[src/rtl/id_branch_seg_pkg.sv]
// Shared decode constants and helpers for the ID-stage branch resolver.
// Also defines the IF/ID update action and the control-transfer class.
package id_branch_seg_pkg;

    localparam logic [5:0] OP_RTYPE = 6'h00;
    localparam logic [5:0] OP_J     = 6'h02;
    localparam logic [5:0] OP_JAL   = 6'h03;
    localparam logic [5:0] OP_BEQ   = 6'h04;
    localparam logic [5:0] OP_BNE   = 6'h05;
    localparam logic [5:0] FN_JR    = 6'h08;

    // sll $0,$0,0
    localparam logic [31:0] NOP_INST_DEF = 32'h0000_0000;

    typedef enum logic [1:0] {
        UpdLoad,
        UpdHold,
        UpdBubble
    } ifid_upd_e;

    typedef enum logic [2:0] {
        CtNone,
        CtBeq,
        CtBne,
        CtJump,
        CtJr
    } ctrl_kind_e;

    function automatic logic [5:0] opcode_of(input logic [31:0] ir);
        return ir[31:26];
    endfunction

    function automatic logic [5:0] funct_of(input logic [31:0] ir);
        return ir[5:0];
    endfunction

    function automatic ctrl_kind_e classify(input logic [31:0] ir);
        ctrl_kind_e kind;
        kind = CtNone;
        case (opcode_of(ir))
            OP_BEQ:        kind = CtBeq;
            OP_BNE:        kind = CtBne;
            OP_J, OP_JAL:  kind = CtJump;
            OP_RTYPE:      kind = (funct_of(ir) == FN_JR) ? CtJr : CtNone;
            default:       kind = CtNone;
        endcase
        return kind;
    endfunction

endpackage

[src/rtl/id_branch_seg_if.sv]
// Fetch/regfile-facing signal bundle of the ID branch segment.
// The slave modport is the segment itself; master is its environment.
interface id_branch_seg_if #(
    parameter int unsigned CNT_W = 16
);
    logic [31:0]      npc_in;
    logic [31:0]      ir_in;
    logic             stall;
    logic             flush;
    logic [31:0]      rs_data;
    logic [31:0]      rt_data;
    logic [4:0]       rs_addr;
    logic [4:0]       rt_addr;
    logic [31:0]      id_npc;
    logic [31:0]      id_ir;
    logic             id_valid;
    logic             cond;
    logic [31:0]      cond_npc;
    logic             link_we;
    logic [31:0]      link_val;
    logic [CNT_W-1:0] taken_cnt;

    modport slave (
        input  npc_in, ir_in, stall, flush, rs_data, rt_data,
        output rs_addr, rt_addr, id_npc, id_ir, id_valid, cond, cond_npc,
               link_we, link_val, taken_cnt
    );

    modport master (
        output npc_in, ir_in, stall, flush, rs_data, rt_data,
        input  rs_addr, rt_addr, id_npc, id_ir, id_valid, cond, cond_npc,
               link_we, link_val, taken_cnt
    );
endinterface

[src/rtl/id_branch_seg_btu.sv]
// Branch target unit: purely combinational resolution of the instruction in ID.
// Produces the unqualified taken flag, the redirect target and a jal marker.
module id_branch_seg_btu
    import id_branch_seg_pkg::*;
(
    input  logic [31:0] id_ir_i,
    input  logic [31:0] id_npc_i,
    input  logic [31:0] rs_data_i,
    input  logic [31:0] rt_data_i,
    output logic        taken_raw_o,
    output logic [31:0] target_o,
    output logic        is_jal_o
);

    ctrl_kind_e  kind;
    logic [31:0] br_off;

    always_comb begin
        kind        = classify(id_ir_i);
        br_off      = {{14{id_ir_i[15]}}, id_ir_i[15:0], 2'b00};
        taken_raw_o = 1'b0;
        target_o    = '0;
        is_jal_o    = (opcode_of(id_ir_i) == OP_JAL);
        unique case (kind)
            CtBeq: begin
                taken_raw_o = (rs_data_i == rt_data_i);
                target_o    = id_npc_i + br_off;
            end
            CtBne: begin
                taken_raw_o = (rs_data_i != rt_data_i);
                target_o    = id_npc_i + br_off;
            end
            CtJump: begin
                taken_raw_o = 1'b1;
                target_o    = {id_npc_i[31:28], id_ir_i[25:0], 2'b00};
            end
            CtJr: begin
                taken_raw_o = 1'b1;
                target_o    = rs_data_i;
            end
            default: begin
                taken_raw_o = 1'b0;
                target_o    = '0;
            end
        endcase
    end

endmodule

[src/rtl/id_branch_seg.sv]
// ID-side IF/ID register with zero-latency branch/jump redirect back to fetch.
// cond=0 tells fetch to take cond_npc; each redirect inserts exactly one bubble.
module id_branch_seg
    import id_branch_seg_pkg::*;
#(
    parameter int unsigned CNT_W    = 16,
    parameter logic [31:0] NOP_INST = NOP_INST_DEF
) (
    input logic           clk,
    input logic           rst,
    id_branch_seg_if.slave bus
);

    logic [31:0]      id_ir_q, id_ir_d;
    logic [31:0]      id_npc_q, id_npc_d;
    logic             id_valid_q, id_valid_d;
    logic [CNT_W-1:0] taken_cnt_q, taken_cnt_d;

    logic        taken_raw;
    logic [31:0] target;
    logic        is_jal;
    logic        live;
    logic        taken;
    ifid_upd_e   upd;

    id_branch_seg_btu u_btu (
        .id_ir_i     (id_ir_q),
        .id_npc_i    (id_npc_q),
        .rs_data_i   (bus.rs_data),
        .rt_data_i   (bus.rt_data),
        .taken_raw_o (taken_raw),
        .target_o    (target),
        .is_jal_o    (is_jal)
    );

    always_comb begin
        // A held or squashed instruction must not redirect or link.
        live  = id_valid_q & ~bus.stall & ~bus.flush;
        taken = live & taken_raw;

        if (bus.flush) begin
            upd = UpdBubble;
        end else if (bus.stall) begin
            upd = UpdHold;
        end else if (taken) begin
            upd = UpdBubble;
        end else begin
            upd = UpdLoad;
        end

        id_ir_d    = id_ir_q;
        id_npc_d   = id_npc_q;
        id_valid_d = id_valid_q;
        unique case (upd)
            UpdLoad: begin
                id_ir_d    = bus.ir_in;
                id_npc_d   = bus.npc_in;
                id_valid_d = 1'b1;
            end
            UpdBubble: begin
                id_ir_d    = NOP_INST;
                id_npc_d   = '0;
                id_valid_d = 1'b0;
            end
            default: begin
                id_ir_d    = id_ir_q;
                id_npc_d   = id_npc_q;
                id_valid_d = id_valid_q;
            end
        endcase

        taken_cnt_d = taken_cnt_q;
        if (taken && (taken_cnt_q != {CNT_W{1'b1}})) begin
            taken_cnt_d = taken_cnt_q + CNT_W'(1);
        end
    end

    always_ff @(posedge clk) begin
        if (rst) begin
            id_ir_q     <= NOP_INST;
            id_npc_q    <= '0;
            id_valid_q  <= 1'b0;
            taken_cnt_q <= '0;
        end else begin
            id_ir_q     <= id_ir_d;
            id_npc_q    <= id_npc_d;
            id_valid_q  <= id_valid_d;
            taken_cnt_q <= taken_cnt_d;
        end
    end

    assign bus.rs_addr   = id_ir_q[25:21];
    assign bus.rt_addr   = id_ir_q[20:16];
    assign bus.id_ir     = id_ir_q;
    assign bus.id_npc    = id_npc_q;
    assign bus.id_valid  = id_valid_q;
    assign bus.cond      = ~taken;
    assign bus.cond_npc  = taken ? target : 32'h0;
    assign bus.link_we   = live & is_jal;
    assign bus.link_val  = id_npc_q;
    assign bus.taken_cnt = taken_cnt_q;

endmodule

[src/flat_wrapper.sv]
// flat-port wrapper written by rule: the top's interface ports become plain ports
module id_branch_seg_flat import id_branch_seg_pkg::*;
#(
    parameter int unsigned CNT_W    = 16,
    parameter logic [31:0] NOP_INST = NOP_INST_DEF
)
  (clk, rst, bus_npc_in, bus_ir_in, bus_stall, bus_flush, bus_rs_data, bus_rt_data, bus_rs_addr, bus_rt_addr, bus_id_npc, bus_id_ir, bus_id_valid, bus_cond, bus_cond_npc, bus_link_we, bus_link_val, bus_taken_cnt);
  id_branch_seg_if #(.CNT_W(CNT_W)) bus_i ();
  input logic clk;
  input logic rst;
  input wire logic [$bits(bus_i.npc_in)-1:0] bus_npc_in;
  input wire logic [$bits(bus_i.ir_in)-1:0] bus_ir_in;
  input wire logic [$bits(bus_i.stall)-1:0] bus_stall;
  input wire logic [$bits(bus_i.flush)-1:0] bus_flush;
  input wire logic [$bits(bus_i.rs_data)-1:0] bus_rs_data;
  input wire logic [$bits(bus_i.rt_data)-1:0] bus_rt_data;
  output wire logic [$bits(bus_i.rs_addr)-1:0] bus_rs_addr;
  output wire logic [$bits(bus_i.rt_addr)-1:0] bus_rt_addr;
  output wire logic [$bits(bus_i.id_npc)-1:0] bus_id_npc;
  output wire logic [$bits(bus_i.id_ir)-1:0] bus_id_ir;
  output wire logic [$bits(bus_i.id_valid)-1:0] bus_id_valid;
  output wire logic [$bits(bus_i.cond)-1:0] bus_cond;
  output wire logic [$bits(bus_i.cond_npc)-1:0] bus_cond_npc;
  output wire logic [$bits(bus_i.link_we)-1:0] bus_link_we;
  output wire logic [$bits(bus_i.link_val)-1:0] bus_link_val;
  output wire logic [$bits(bus_i.taken_cnt)-1:0] bus_taken_cnt;
  assign bus_i.npc_in = bus_npc_in;
  assign bus_i.ir_in = bus_ir_in;
  assign bus_i.stall = bus_stall;
  assign bus_i.flush = bus_flush;
  assign bus_i.rs_data = bus_rs_data;
  assign bus_i.rt_data = bus_rt_data;
  assign bus_rs_addr = bus_i.rs_addr;
  assign bus_rt_addr = bus_i.rt_addr;
  assign bus_id_npc = bus_i.id_npc;
  assign bus_id_ir = bus_i.id_ir;
  assign bus_id_valid = bus_i.id_valid;
  assign bus_cond = bus_i.cond;
  assign bus_cond_npc = bus_i.cond_npc;
  assign bus_link_we = bus_i.link_we;
  assign bus_link_val = bus_i.link_val;
  assign bus_taken_cnt = bus_i.taken_cnt;
  id_branch_seg #(.CNT_W(CNT_W), .NOP_INST(NOP_INST)) u_core (.clk(clk), .rst(rst), .bus(bus_i));
endmodule
[config.mk]
export PLATFORM = sky130hd
export DESIGN_NAME = id_branch_seg_flat
export DESIGN_NICKNAME = d
export VERILOG_FILES = /design/src/rtl/id_branch_seg_pkg.sv /design/src/rtl/id_branch_seg_if.sv /design/src/rtl/id_branch_seg_btu.sv /design/src/rtl/id_branch_seg.sv /design/src/flat_wrapper.sv
export SDC_FILE = /design/constraint.sdc
export NUM_CORES = 1
export LEC_CHECK = 0
export CAP_MARGIN = 25
export CORE_MARGIN = 1.5
export CORE_UTILIZATION = 42
export DETAILED_ROUTE_END_ITERATION = 6
export HOLD_SLACK_MARGIN = 0.1
export PLACE_DENSITY = 0.83
export SYNTH_ARGS = -nofsm -noshare
export SYNTH_HDL_FRONTEND = slang
export SYNTH_HIERARCHICAL = 1
export SYNTH_SLANG_ARGS = --single-unit
[constraint.sdc]
create_clock -name clk -period 4.12 [get_ports clk]
set_input_delay 1.03 -clock clk [delete_from_list [all_inputs] [get_ports clk]]
set_output_delay 1.03 -clock clk [all_outputs]
set_load 0.01 [all_outputs]
==> Word level (Yosys, flattened, before mapping) <==
Index checks and enable logic that the tools add are counted.
{ "totals": {"elab_cells": 44, "mem_bits_rw": 0, "romBits": 0, "reg_bits": 81, "latch_bits": 0, "memories": 0, "out_inout_bits": 157} }
{ "classes": {"bitwise_logic": 7, "n_div": 0, "n_reduce_logical": 7, "n_eq_ne": 13, "n_mux": 11, "addsub": 2, "multipliers": 0, "order_cmp": 0, "n_shift": 0} }
{ "ops": {"columns": ["operator", "count"], "rows": [
  ["32-bit case mux with 2 select lines", 2],
  ["32-bit case mux with 3 select lines", 1],
  ["32-bit adder", 1],
  ["32-bit == test", 1],
  ["32-bit two-way mux", 1],
  ["32-bit inequality test", 1],
  ["16-bit by 1-bit adder with 16-bit output (second input constant)", 1],
  ["16-bit inequality test (second input constant)", 1],
  ["6-bit by 2-bit == test with 1-bit output (second input constant)", 2],
  ["6-bit by 3-bit == test with 1-bit output (second input constant)", 2],
  ["3-bit case mux with 4 select lines", 1],
  ["3-bit by 2-bit == test with 1-bit output (second input constant)", 2],
  ["6-bit by 4-bit == test with 1-bit output (second input constant)", 1],
  ["6-bit logical NOT", 1],
  ["2-bit two-way mux", 3],
  ["2-bit OR reduction", 3],
  ["1-bit bitwise AND", 4],
  ["3-bit by 1-bit == test with 1-bit output (second input constant)", 1],
  ["3-bit == test (second input constant)", 1],
  ["3-bit two-way mux", 1],
  ["1-bit NOT", 3],
  ["1-bit case mux with 3 select lines", 1],
  ["2-bit == test (second input constant)", 1],
  ["2-bit logical NOT", 1],
  ["3 further kinds", 3]
]} }

==> Logic depth before layout (Yosys ltp) <==
Gate-level depths: netlist (run 1).
{ "depth": {"ltp_word": 12, "depth_mapped": 13, "depth_no_buf": 12} }

==> Hierarchy <==
Netlist (run 1), hierarchy kept.
{ "by_module_without_submodules": {"columns": ["mod", "instances", "area_each_um2", "cells_each"], "rows": [
  ["id_branch_seg", 1, 3524.6, 401],
  ["id_branch_seg_btu", 1, 2346.0, 321]
]} }

==> Worst setup path after synthesis (run 1) <==
No wires, ideal clock.
{ "synth_path": {"path_type": "input port to output port", "from": "input port bus_rt_data[3]", "to": "output port bus_cond_npc[10]", "arrival_ps": 2669, "slack_ps": 421, "path_stages": 10, "required_time_ps": 3090, "cell_sequence": "xor2_1 nor4_1 nand4_1 nor2_1 xnor2_1 o21ai_0 and4bb_2 buf_2 clkbuf_1 and2_1"} }
{ "synth_between": {"elab_chain_len": 4, "elab_cells_between_ends": 5, "cone_classes": "2 x eq/ne; 2 x mux; 1 x bitwise"} }
{ "synth_rtl": {"columns": ["element", "line", "source"], "rows": [
  ["from (decl)", "flat_wrapper.sv:16", "input wire logic [$bits(bus_i.rt_data)-1:0] bus_rt_data;"],
  ["32-bit inequality test or 32-bit == test (tied branches)", "id_branch_seg_btu.sv:30, id_branch_seg_btu.sv:26", null],
  ["1-bit case mux with 3 select lines (*)", "id_branch_seg_btu.sv:24", "unique case (kind)"],
  ["net u_core.taken_raw", "id_branch_seg.sv:19", "logic taken_raw;"],
  ["1-bit bitwise AND (*)", "id_branch_seg.sv:39", "taken = live & taken_raw;"],
  ["32-bit two-way mux (*)", "id_branch_seg.sv:98", "assign bus.cond_npc = taken ? target : 32'h0;"],
  ["to (decl)", "flat_wrapper.sv:23", "output wire logic [$bits(bus_i.cond_npc)-1:0] bus_cond_npc;"]
]} }
The timed path passes the listed nets; every way through them passes the cells marked *.

==> Worst setup path in the final report (run 1) <==
{ "layout_path": {"from": "input port bus_rs_data[29]", "to": "output port bus_cond_npc[1]"} }
{ "layout_between": {"elab_chain_len": 4, "elab_cells_between_ends": 5, "cone_classes": "2 x eq/ne; 2 x mux; 1 x bitwise"} }
{ "layout_rtl": {"columns": ["element", "line", "source"], "rows": [
  ["from (decl)", "flat_wrapper.sv:15", "input wire logic [$bits(bus_i.rs_data)-1:0] bus_rs_data;"],
  ["32-bit inequality test or 32-bit == test (tied branches)", "id_branch_seg_btu.sv:30, id_branch_seg_btu.sv:26", null],
  ["1-bit case mux with 3 select lines (*)", "id_branch_seg_btu.sv:24", null],
  ["net u_core.taken_raw", "id_branch_seg.sv:19", null],
  ["1-bit bitwise AND (*)", "id_branch_seg.sv:39", null],
  ["32-bit two-way mux (*)", "id_branch_seg.sv:98", null]
]} }
Marked as above.

==> results of run 1 <==
## worst max-delay path: stages
cell	delay, ns
buf_6	0.09
xor2_1	0.15
nor4_2	0.36
buf_4	0.17
nand4_1	0.12
nor2_2	0.13
xnor2_1	0.12
o21ai_1	0.09
and4bb_2	0.27
buf_12	0.15
buf_12	0.14
and2_4	0.16
buf_6	0.11
## per-layer routing
layer | track usage (%) | vias up | part of all wire [%]
li1 | - | 3158 | -
met1 | 38.9 | 3230 | 40
met2 | 54.7 | 355 | 48
met3 | 5.83 | 64 | 8.4
met4 | 13.2 | 2 | 3.9
met5 | 0 | - | 0.030
## what timing repair did
item	in CTS	in global routing
gates resized for setup	336	78
cloned	3	0
hold endpoints to repair	0	0
setup endpoints to repair	37	33
pin swaps	37	24
buffers inserted	3	2
## cell type report
type                       count  share of cell area, %
clock inverter                 4                  0.534
sequential                    81                   16.9
inverter                      10                  0.391
clock buffer                  12                   2.57
tap                          180                   2.35
timing repair buffer         357                   35.5
antenna                        1                 0.0261
multi-input combinational    548                   41.8
## final timing paths
path	start	to	slack (ns)
hold reg to reg	u_core/bus.taken_cnt[9]	u_core/bus.taken_cnt[9]	0.52
hold / removal	u_core/bus.taken_cnt[9]	u_core/bus.taken_cnt[9]	0.52
setup / recovery	bus_rs_data[29]	bus_cond_npc[1]	-0.006
setup reg to reg	u_core/bus.id_ir[1]	u_core/bus.taken_cnt[9]	0.82
## through the flow
stage,hold slack (ns),util (%),setup slack (ns)
floorplan,0.521,-,0.421
global placement,0.497,65.3,-0.750
detailed placement,0.515,65.3,-0.824
CTS,0.525,68.6,-0.000356
global route,0.558,69.7,-0.0934
finish,0.523,69.7,-0.00582
## kinds of logic (layout without fill, tap and decap cells)
family | Yosys count | in the layout
AOI/OAI and AO/OA | 224 | 224
xor gates and xnor gates | 57 | 57
adders and majority gates | 31 | 31
buffers and inverters | 93 | 383
DFF | 81 | 81
muxes | 7 | 7
other | 0 | 1
and+or+nand+nor | 229 | 229
## registers in the layout, indices dropped and copies added, names as in the netlist
register,cells
u_core/bus.id_valid,1
u_core/bus.taken_cnt,16
u_core/bus.id_npc,32
u_core/bus.id_ir,32
## cells in the final DEF (no fill, tap or decap), types with 6 or more instances in the layout
cell,instances
clkdlybuf4s50_1,190
a22oi_1,90
nor2_1,85
dfxtp_1,80
buf_4,60
buf_6,36
xor2_1,33
and2_4,31
ha_1,30
a21oi_1,27
o21ai_0,25
nand2_1,24
buf_2,17
clkdlybuf4s15_1,16
clkbuf_2,15
o21ai_1,14
xor2_2,13
nor2b_1,12
xnor2_1,11
dlygate4sd2_1,10
nor3_1,10
clkbuf_16,9
inv_1,9
nand4_1,9
nor4_1,9
a21o_1,8
nand2b_1,7
o31ai_1,6
mux2_2,6
and3_1,6
## report_power, final
group / switching (mW) / internal, mW
logic: 0.212 / 0.246
clock network: 0.337 / 0.488
registers: 0.0272 / 0.804
==> impl_metrics.ini, run 1 <==
[yosys]
synth.top_cell.area_share_pct = 27.6
synthDistinctLibCells = 69
synth_nets = 885
ys.flop_type = dfxtp_1
synth_top_cell_by_area = dfxtp_1
muxShareOfSynthArea_pct = 1.32
synth_xor_area_share_pct = 8.50
synth-seq-cells = 81
synth_top_family_by_area = compound AO/OA/AOI/OAI gates
postSynthCellCount = 722
yosys.area_share.simple_pct = 19.9
ys_warn_count = 6
synth-compound-area-share_pct = 27.1
synth_edf_count = 0
synthAdderAreaFrac_pct = 6.73
syn_area_per_cell_um2 = 8.13
mappedNetlistArea_mm2 = 0.00587
ys_seq_area_share_pct = 27.6
synth_async_sr_flop_share_pct = 0
netlist_top_cells_count = 90 x a22oi_1, 86 x nor2_1, 81 x dfxtp_1
yosysMostFrequentCell = a22oi_1
ys_top_cells_by_area = dfxtp_1 28%, a22oi_1 12%, xor2_1 6.9%

[floorplan]
dieArea_mm2 = 0.0147
die-width_um = 121
rows = 43
start_util_pct = 42.6
io-pin-count = 289
die_h_um = 121
core_area_mm2 = 0.0138

[run]
drv_cap = 0

[setup_path]
ff2ff_path_depth = 13
crit_required_ns = 3.09
crit_path_end_kind = output pin
criticalPathCategory = primary input to output pin
cp.arrival_ns = 3.10
crit_path_max_fanout = 6
startpoint_type = primary input

[cells_and_area]
layout-drive-gt1-share_pct = 23.9
fill_cells = 1094
area_delta_synth_final_pct = 63.5
layout.nets = 1170
fin_cells = 1193
multi_input_area_mm2 = 0.00401
seqCellArea_mm2 = 0.00162
final_area_mm2 = 0.00960

[drt]
drt-total-wl_um = 23700
routedWlPerCell_um = 19.9
drc = 0
vias = 6809
ant_nets = 0
drtPass1Iterations = 5
via_per_inst = 5.71
drtIter0Drc = 583

[clock_network]
cts_htree_levels = 3
clock-sinks = 81
cts_made_buffers = 9
cts_tree = yes
clk_path_buf_depth = 2
holdBufCountCts = 0
clk_latency_ns = 0.34
clk_pin_slew_ns = 0.06
cts_root_buffer = clkbuf_16

[sta]
report.final.slew_viol_count = 0
slew_headroom_pct = 40.8
final_hold_viol_count = 0
rsz0062_at_grt = true
worst_slack_ns = -0.00582
worstMarginPinSlew_ns = 0.888
tns_ns = -0.0206
setup_viol = 9
period_needed_ns = 4.13
fin_crit_sh_pct = 100
fin_worst_skew_ns = 0.00672
fmax_mhz = 242

[global_routing]
grt_first_pass_wirelength_um = 35900
track_usage_pct = 31.8
globalRoute.totalOverflow = 0
antenna_found_initial = 2
grt_max_degree = 66
grt_pass1_vias = 6618

[power_and_ir_drop]
powerDensity_mw_per_mm2 = 220
ir_drop_v = 0.000213
p_leak_nw = 3.79
power_mw = 2.11

[hold_path]
hold_path.class = flip-flop to flip-flop
hold_depth = 2

[outcome]
violations = setup timing
status = finished, violations left

[placed_design]
dpl_cell_area_mm2 = 0.00900
place_hpwl_um = 17500
port_buffers = 288
dp.cells = 1169
place.gp.congestion = 0.962
Power figures use the tool's default switching activity.
==> inputs of run 2 (changes only) <==
--- a/config.mk
+++ b/config.mk
@@ -7,11 +7,11 @@
 export LEC_CHECK = 0
 export CAP_MARGIN = 25
 export CORE_MARGIN = 1.5
-export CORE_UTILIZATION = 42
+export CORE_UTILIZATION = 41
 export DETAILED_ROUTE_END_ITERATION = 6
 export HOLD_SLACK_MARGIN = 0.1
-export PLACE_DENSITY = 0.83
+export PLACE_DENSITY = 0.82
+export RECOVER_POWER = 50
 export SYNTH_ARGS = -nofsm -noshare
 export SYNTH_HDL_FRONTEND = slang
-export SYNTH_HIERARCHICAL = 1
 export SYNTH_SLANG_ARGS = --single-unit
==> impl_metrics.ini, run 2 <==
[placed_design]
place_hpwl_um = 17600
port_buffers = 288
dpl_cell_area_mm2 = 0.00924
place.gp.congestion = 0.916

[cells_and_area]
layout-drive-gt1-share_pct = 26.4
final_area_mm2 = 0.00982
area_delta_synth_final_pct = 69.2
layout.nets = 1230
post-route-util_pct = 71.0
layout_common_cells = 107 x buf_4, 105 x dlygate4sd3_1, 100 x nor2_1, 84 x a22oi_1, 83 x clkdlybuf4s50_1
fill_cells = 1019
mostFrequentLayoutCell = buf_4

[sta]
period_needed_ns = 4.32
fin_crit_sh_pct = 105
setup_viol = 19
rsz0062_at_grt = true
report.final.slew_viol_count = 0
final_hold_viol_count = 0
worst_slack_ns = -0.196
tns_ns = -1.14
slew_headroom_pct = 46.0
worstMarginPinSlew_ns = 0.810
hold_ws_ns = 0.526
fin_worst_skew_ns = 0.0111
fmax_mhz = 232

[setup_path]
crit_required_ns = 3.09
r2r-end = u_core.bus.taken_cnt[12]
critPathMostFrequentCell = or4_4
cpPeakStageDelay_ns = 0.48
r2r_slack_ns = 0.89
crit_path_top_delay_cell = or4_4
cp.arrival_ns = 3.29
worstPathCellList = dlygate4sd2_1 -> xor2_2 -> nor4_2 -> nand2_1 -> or4_4 -> and3_4 -> or4_4 -> o211ai_1 -> buf_2
criticalPathCategory = primary input to output pin
rr_startpoint = u_core.bus.id_ir[5]
startpoint_type = primary input
crit_path_max_fanout = 4
crit_path_end_kind = output pin
ff2ff_path_depth = 14

[hold_path]
hold_start = u_core.bus.taken_cnt[1]
hold_end = u_core.bus.taken_cnt[1]
hold_depth = 2
hold_path.class = flip-flop to flip-flop

[yosys]
synth_nets = 899
syn_area_per_cell_um2 = 7.88
synth_async_sr_flop_share_pct = 0
synth_edf_count = 0
synth-seq-cells = 81
mappedNetlistArea_mm2 = 0.00580
ys_top_cells_by_area = dfxtp_1 28%, a22oi_1 11%, nor2_1 6.8%
ys.flop_type = dfxtp_1
synth_top_cell_by_area = dfxtp_1
netlist_top_cells_count = 105 x nor2_1, 84 x a22oi_1, 81 x dfxtp_1
ys_seq_area_share_pct = 27.9
synth.top_cell.area_share_pct = 27.9
yosysMostFrequentCell = nor2_1
ys_warn_count = 0
postSynthCellCount = 736
synthDistinctLibCells = 57

[outcome]
status = finished, violations left
violations = setup timing

[floorplan]
core_area_mm2 = 0.0138
io-pin-count = 289
die-width_um = 122
start_util_pct = 42.0
rows = 43
die_h_um = 122
dieArea_mm2 = 0.0149

[drt]
drc = 0
via_per_inst = 5.73
ant_nets = 0
drt-total-wl_um = 23900
drtPass1Iterations = 6
drtIter0Drc = 441
routedWlPerCell_um = 19.1
vias = 7163

[run]
drv_cap = 0

[clock_network]
clk_pin_slew_ns = 0.06
cts_root_buffer = clkbuf_16
cts_htree_levels = 3
holdBufCountCts = 0
clock-sinks = 81
cts_made_buffers = 9
clk_latency_ns = 0.35
cts_tree = yes
clk_path_buf_depth = 2

[power_and_ir_drop]
powerDensity_mw_per_mm2 = 210
ir_drop_v = 0.000206
power_mw = 2.06
p_leak_nw = 4.26

[global_routing]
grt_first_pass_wirelength_um = 35100
antenna_found_initial = 1
grt_pass1_vias = 6795
globalRoute.totalOverflow = 0
track_usage_pct = 30.6
grt_max_degree = 66
-- run 2: timing repair --
| item | CTS | global route |
|---|---|---|
| pin swaps | 40 | 28 |
| buffers inserted | 9 | 6 |
| resized for setup | 360 | 66 |
| cloned | 1 | 0 |
| setup endpoints to repair | 33 | 33 |
-- run 2: stage by stage --
step | setup WS (ns) | std cells
4_1_cts | -0.228 | 1245
3_3_place_gp | -1.08 | 1222
6_report | -0.196 | 1251
3_5_place_dp | -1.12 | 1222
5_1_grt | -0.302 | 1250
2_1_floorplan | 0.108 | 736
-- run 2: cell families after synthesis --
logic type | share of synthesized area [%]
AND/OR/NAND/NOR | 21.9
AO/OA/AOI/OAI | 25.3
buffers and inverters | 9.18
flip-flops | 27.9
XOR/XNOR | 7.70
adder cells (fa/ha/maj) | 6.81
multiplexers | 1.21
-- run 2: worst max-delay path, delay by kind of cell --
kind / cells / cell delay [ns]
xor gates and xnor gates: 1 / 0.17
AOI/OAI and AO/OA: 1 / 0.12
buffers and inverters: 2 / 0.47
and+or+nand+nor: 5 / 1.49
-- run 2: routing by layer --
metal | GRT usage, % | wire (um) | up-vias
met2 | 54.2 | 11900 | 393
met1 | 35.7 | 9210 | 3385
li1 | - | - | 3320
met5 | 0 | 0 | -
met4 | 14.2 | 943 | 0
met3 | 5.24 | 1770 | 65
-- run 2: report_power, final --
group / internal [mW] / switching [mW] / leakage [nW]
clock network: 0.420 / 0.338 / 0.131
logic: 0.250 / 0.225 / 3.47
registers: 0.804 / 0.0208 / 0.658
total: 1.47 / 0.584 / 4.26
-- run 2: final cells by class --
class                   instances  area (um^2)  area share [%]
flip-flops and latches         81         1620            16.5
multi-input cells             559         4090            41.6
well taps                     180          225            2.29
inverters                      11         41.3           0.421
diodes                          1         2.50          0.0255
clock inverters                 4         30.0           0.306
repair buffers                405         3570            36.4
clock buffers                  10          239            2.43
-- run 2: how the worst max path moves through the flow --
stage	to	from	cells after the start	slack [ns]
global route	bus_cond_npc[30]	bus_rs_data[0]	12	-0.30
detailed placement	bus_cond_npc[23]	bus_rt_data[11]	9	-1.12
CTS	bus_cond_npc[23]	bus_rs_data[25]	10	-0.23
finish	bus_cond_npc[23]	bus_rs_data[0]	9	-0.20
global placement	bus_cond_npc[23]	bus_rs_data[11]	9	-1.08
floorplan	bus_cond_npc[27]	bus_rt_data[29]	9	0.11
